[src/rtl/mult32x32_ctrl.sv]
// Sequencer for the 32x32 shift-add multiplier datapath: one clear step, then
// four half-word partial-product steps. Optional build macro MULT_CTRL_ZERO_SKIP_EN.
module mult32x32_ctrl #(
    parameter int OPW = 32
) (
    input  logic           clk,
    input  logic           reset,
    input  logic           start,
    input  logic [OPW-1:0] a_in,
    input  logic [OPW-1:0] b_in,
    output logic           busy,
    output logic           done,
    output logic [OPW-1:0] a,
    output logic [OPW-1:0] b,
    output logic           a_sel,
    output logic           b_sel,
    output logic [1:0]     shift_sel,
    output logic           upd_prod,
    output logic           clr_prod
);

    localparam int HW = OPW / 2;

    typedef enum logic [2:0] {
        IDLE = 3'd0,
        CLR  = 3'd1,
        S00  = 3'd2,
        S01  = 3'd3,
        S10  = 3'd4,
        S11  = 3'd5
    } state_t;

    state_t         state_q, state_d;
    logic [OPW-1:0] a_q, a_d;
    logic [OPW-1:0] b_q, b_d;
    logic           busy_q, busy_d;
    logic           done_q, done_d;
    logic [3:0]     step_req;

    // Bit k of step_req marks step k (S00, S01, S10, S11) as needed.
`ifdef MULT_CTRL_ZERO_SKIP_EN
    logic a_lo_nz, a_hi_nz, b_lo_nz, b_hi_nz;
    assign a_lo_nz  = |a_q[HW-1:0];
    assign a_hi_nz  = |a_q[OPW-1:HW];
    assign b_lo_nz  = |b_q[HW-1:0];
    assign b_hi_nz  = |b_q[OPW-1:HW];
    assign step_req = {a_hi_nz & b_hi_nz, a_hi_nz & b_lo_nz,
                       a_lo_nz & b_hi_nz, a_lo_nz & b_lo_nz};
`else
    assign step_req = 4'b1111;
`endif

    function automatic state_t first_step(input logic [3:0] req);
        if (req[0])      return S00;
        else if (req[1]) return S01;
        else if (req[2]) return S10;
        else if (req[3]) return S11;
        else             return IDLE;
    endfunction

    always_ff @(posedge clk or negedge reset) begin
        if (!reset) begin
            state_q <= IDLE;
            a_q     <= '0;
            b_q     <= '0;
            busy_q  <= 1'b0;
            done_q  <= 1'b0;
        end else begin
            state_q <= state_d;
            a_q     <= a_d;
            b_q     <= b_d;
            busy_q  <= busy_d;
            done_q  <= done_d;
        end
    end

    always_comb begin
        state_d   = state_q;
        a_d       = a_q;
        b_d       = b_q;
        a_sel     = 1'b0;
        b_sel     = 1'b0;
        shift_sel = 2'b00;
        upd_prod  = 1'b0;
        clr_prod  = 1'b0;
        case (state_q)
            IDLE: begin
                if (start) begin
                    a_d     = a_in;
                    b_d     = b_in;
                    state_d = CLR;
                end
            end
            CLR: begin
                clr_prod = 1'b1;
                state_d  = first_step(step_req);
            end
            S00: begin
                upd_prod = 1'b1;
                state_d  = first_step(step_req & 4'b1110);
            end
            S01: begin
                upd_prod  = 1'b1;
                b_sel     = 1'b1;
                shift_sel = 2'b01;
                state_d   = first_step(step_req & 4'b1100);
            end
            S10: begin
                upd_prod  = 1'b1;
                a_sel     = 1'b1;
                shift_sel = 2'b01;
                state_d   = first_step(step_req & 4'b1000);
            end
            S11: begin
                upd_prod  = 1'b1;
                a_sel     = 1'b1;
                b_sel     = 1'b1;
                shift_sel = 2'b10;
                state_d   = IDLE;
            end
            default: state_d = IDLE;
        endcase
    end

    // done marks the edge on which the last partial product was accumulated.
    assign busy_d = (state_d != IDLE);
    assign done_d = (state_q != IDLE) && (state_d == IDLE);

    assign busy = busy_q;
    assign done = done_q;
    assign a    = a_q;
    assign b    = b_q;

endmodule

[config.mk]
export PLATFORM = sky130hd
export DESIGN_NAME = mult32x32_ctrl
export DESIGN_NICKNAME = d
export VERILOG_FILES = /design/src/rtl/mult32x32_ctrl.sv
export SDC_FILE = /design/constraint.sdc
export NUM_CORES = 1
export LEC_CHECK = 0
export BUFFER_PORTS_ARGS = -buffer_cell sky130_fd_sc_hd__buf_2
export CAP_MARGIN = 15
export CORE_UTILIZATION = 43
export CTS_BUF_LIST = sky130_fd_sc_hd__clkbuf_4 sky130_fd_sc_hd__clkbuf_8
export DETAILED_ROUTE_END_ITERATION = 10
export GPL_ROUTABILITY_DRIVEN = 0
export PLACE_DENSITY = 0.85
export SETUP_SLACK_MARGIN = 0.2
export SLEW_MARGIN = 20
export SYNTH_ARGS = -nofsm -noshare
export SYNTH_HDL_FRONTEND = slang
export SYNTH_SLANG_ARGS = --single-unit
[constraint.sdc]
create_clock -name clk -period 1.6 [get_ports clk]
set_clock_uncertainty 0.05 [all_clocks]
set_input_delay 0.48 -clock clk [delete_from_list [all_inputs] [get_ports clk]]
set_output_delay 0.48 -clock clk [all_outputs]
set_load 0.01 [all_outputs]
# [Word-level counts from Yosys, hierarchy flattened]
# Cells that the tools add are included.
[op_classes] reduce_logical=10 muxes=7 n_eq_ne=5
[ops] op="case mux 3 bit (5 select lines)" n=1
[ops] op="equality test 3 x 2 -> 1 bit, second input constant" n=2
[ops] op="equality test 3 bit, second input constant" n=2
[ops] op="logical NOT 3 bit" n=2
[ops] op="nonzero test 3 bit" n=2
[ops] op="OR reduction 2 bit" n=3
[ops] op="two-way mux 1 bit" n=4
[ops] op="case mux 2 bit (2 select lines)" n=1
[ops] op="OR reduction 4 bit" n=1
[ops] op="equality test 3 x 1 -> 1 bit, second input constant" n=1
[ops] op="two-way mux 3 bit" n=1
[ops] op="AND reduction 2 bit" n=1
[ops] op="logical AND 1 bit" n=1
[totals] register_bits=69 output_inout_bits=72 input_bits=67

# [Depth between registers and ports, before layout]
[logic_depth] depth_word=4 mapped_depth=5

# [Worst setup path before layout]
# OpenSTA, ideal clock, no wires.
[synth_path] path_type="register to output" from="register state_q[2]" to="output port shift_sel[0]" required_ns=1.070 n_path_buf=1 path_stages_with_launch=4 arrival_time_ns=1.189 setup_slack_ns=-0.119 cell_sequence="dfrtp_1 clkbuf_1 nor2b_1 mux2_2"
[synth_via] elab_chain_len=3 word_cells_on_any_way=5 cone_classes="eq/ne: 3; mux: 1; reduce/logical: 1"
[synth_rtl] item="from (decl)" line_no="33" rtl="state_t state_q, state_d;"
[synth_rtl] item="from (signal assigned)" line_no="69" rtl="state_q <= state_d;"
[synth_rtl] item="equality test 3 bit or equality test 3 x 2 -> 1 bit (tied branches)" line_no="86" rtl="case (state_q)"
[synth_rtl] item="OR reduction 2 bit (no source line)"
[synth_rtl] item="case mux 2 bit (2 select lines) *" line_no="86"
[synth_rtl] item="to (decl)" line_no="17" rtl="output logic [1:0] shift_sel,"
# Every way passes the cells marked *; elsewhere a longest branch is shown, timed or not.

# [Final worst setup path]
# Ends and elaborated chain as after synthesis.

==> results.sh <==
export IMPL_grt_antenna_before_repair=0
export IMPL_yosysUniqueCellTypes=19
export IMPL_p_leak_uw=0.00252
export IMPL_cp_data_required_time_ps=1070
export IMPL_antenna_cells=0
export IMPL_rows=29
export IMPL_timing_final_ws_setup_ps=-287
export IMPL_failed_checks="design-rule violations, negative setup slack"
export IMPL_pwr_share_comb=0.539
export IMPL_tightestPinTransition_ps=457
export IMPL_num_vias=2190
export IMPL_rsz0062_at_grt="true"
export IMPL_syn_to_final_growth_pct=62.2
export IMPL_path_max_fanout=7
export IMPL_grt_first_pass_wirelength_mm=10.4
export IMPL_hold_viol_final=0
export IMPL_dp_cells=388
export IMPL_cp_arrival_ps=1360
export IMPL_internal_power_uw=7460
export IMPL_ant_nets=0
export IMPL_core_area_sq_mm=0.00649
export IMPL_clkLatencyLatePin_ps=330
export IMPL_switching_share=0.299
export IMPL_cts_inserted_buffers=9
export IMPL_first_iter_violations=58
export IMPL_slew_viol_final=0
export IMPL_max_cap_violations=0
export IMPL_synth_cells=159
export IMPL_cts_tree="built"
export IMPL_cts_max_level=3
export IMPL_p_switching_uw=3170
export IMPL_start_util=0.455
export IMPL_cp_end_kind="output port"
export IMPL_path_class="register to output port"
export IMPL_yosysWarnings=0
export IMPL_syn_cell_area_sq_mm=0.00296
export IMPL_outcome="complete, but fails checks"
export IMPL_fin_crit_ps=1890
export IMPL_ys_seq_elements=69
export IMPL_vias_per_cell=4.67
export IMPL_post_drt_wl_per_cell_um=15.9
export IMPL_preCtsSetupSlack_ps=-114
export IMPL_path_clk_slew_ps=80
export IMPL_syn_nets=226
export IMPL_pwr_share_seq=0.295
export IMPL_slew_headroom=0.695
export IMPL_dr_pass1_iters=8
export IMPL_grt_max_degree=37
export IMPL_ir_worst_vdd_v=0.00144
export IMPL_hpwl_mm=4.47
export IMPL_fmax_mhz=530
export IMPL_setup_viol=70
export IMPL_fp_dieH_um=84.9
export IMPL_grt_pass1_vias=2227
export IMPL_r2r_end="a[7]$_DFFE_PN0P_"
export IMPL_wirelength_mm=7.48
export IMPL_avgSynthCellArea_sq_um=18.6
export IMPL_r2r_cells=7
export IMPL_cts_buffer_depth=2
export IMPL_clock_sinks=69
export IMPL_drcViolationCount=10
export IMPL_power_frac_clock=0.165
export IMPL_track_usage=0.189
export IMPL_die_w_um=84.9
export IMPL_fin_crit_sh=1.18
export IMPL_hold_path_class="input pin to async pin"
export IMPL_ios=139
export IMPL_overflow=0
export IMPL_r2r_start="state_q[1]$_DFF_PN0_"
export IMPL_final_util=0.739
export IMPL_powerDensity_mw_per_mm2=2220
export IMPL_io_buffers=138
export IMPL_fin_hold_ws_ps=117
export IMPL_final_cells=469
export IMPL_dieArea_sq_mm=0.00721
export IMPL_ys_seq_area_frac=0.584
export IMPL_nets=454
export IMPL_final_layout_size_suffix_gt1_frac=0.806
export IMPL_r2r_slack_ps=-280
export IMPL_worst_setup_path_start_kind="register"
export IMPL_cts_root_buf="clkbuf_8"
==> repair_timing <==
action | in CTS | in global routing
pin swaps | 2 | 1
gates resized for setup | 12 | 31
setup buffers | 33 | 28
hold endpoints to repair | 0 | 0
hold buffers | 0 | 0
gates cloned | 0 | 4
setup endpoints to repair | 108 | 133
==> metrics by stage <==
stage / power [uW] / instance area [sq um] / setup TNS, ps
6_report: 10600 / 4800 / -17270
5_1_grt: 11200 / 4800 / -21050
3_5_place_dp: 7210 / 3820 / -4070
2_1_floorplan: 5830 / 2990 / 0
3_3_place_gp: 7060 / 3820 / -2620
4_1_cts: 9710 / 4380 / -8060
==> metal layers <==
metal | GRT usage | vias up | share of wire
met4 | 0.0770 | 0 | 0.020
met1 | 0.219 | 1081 | 0.39
met5 | 0 | - | 0
met3 | 0.0447 | 16 | 0.050
met2 | 0.339 | 82 | 0.54
li1 | - | 1011 | -
==> area by class of cell <==
type / count / area (sq um)
clock inverters: 5 / 106
well taps: 77 / 96.3
repair buffers: 227 / 1600
multi-input cells: 80 / 1110
clock buffers: 11 / 151
fillers: 436 / 1700
flip-flops and latches: 69 / 1730
==> worst max-delay path: stages (launching register included) <==
cell and delay (ps):
dfrtp_1 410, buf_6 160, nor2b_2 60, mux2_4 270, buf_6 120
==> cells in the mapped netlist <==
library cell,count,area [sq um]
a211oi_1,1,7.51
and2_2,1,7.51
and3b_2,1,10.0
buf_1,1,3.75
buf_12,6,120
buf_6,2,22.5
clkbuf_1,1,3.75
dfrtp_1,69,1730
mux2_2,6,67.6
mux2_4,60,901
nor2_1,2,7.51
nor2b_1,2,12.5
nor3_1,1,5.00
nor3b_1,1,7.51
nor4_1,1,6.26
nor4b_4,1,23.8
o21a_1,1,7.51
xnor2_1,1,8.76
xor2_1,1,8.76
==> state kept, by name (all words and copies together) (netlist names) <==
name and flops:
a 32, b 32, state_q 3, busy 1
done 1
==> kinds of logic after synthesis <==
logic type      Yosys count  share of synthesized area
mux                      66                      0.327
flops                    69                      0.584
compound gates            2                    0.00508
simple gates             10                     0.0271
buf+inv                  10                     0.0508
xor+xnor                  2                    0.00592
==> cells in the final DEF (no fill, tap or decap), types with 2 or more instances in the layout <==
master	Yosys	routed
clkbuf_8	0	11
mux2_2	6	4
buf_8	0	11
nor2_1	2	2
mux2_4	60	62
dfrtp_1	69	69
buf_4	0	62
buf_12	6	2
buf_6	2	18
buf_2	0	131
bufinv_16	0	3
clkbuf_16	0	3
==> power groups by stage <==
stage	registers (uW)	clock network, uW	logic [uW]
floorplan	3520	0	2300
global placement	3140	0	3910
detailed placement	3150	0	4050
CTS	3100	1800	4810
global route	3230	1890	6050
finish	3140	1760	5730
==> worst max path at each step <==
stage,startpoint,slack [ps],end
finish,state_q[2]$_DFF_PN0_,-290,shift_sel[0]
global placement,start,-70,a[17]$_DFFE_PN0P_
global route,state_q[1]$_DFF_PN0_,-340,shift_sel[0]
CTS,state_q[1]$_DFF_PN0_,-260,shift_sel[1]
detailed placement,start,-110,a[17]$_DFFE_PN0P_
floorplan,state_q[0]$_DFF_PN0_,70,a[0]$_DFFE_PN0P_
Power figures use the tool's default switching activity.
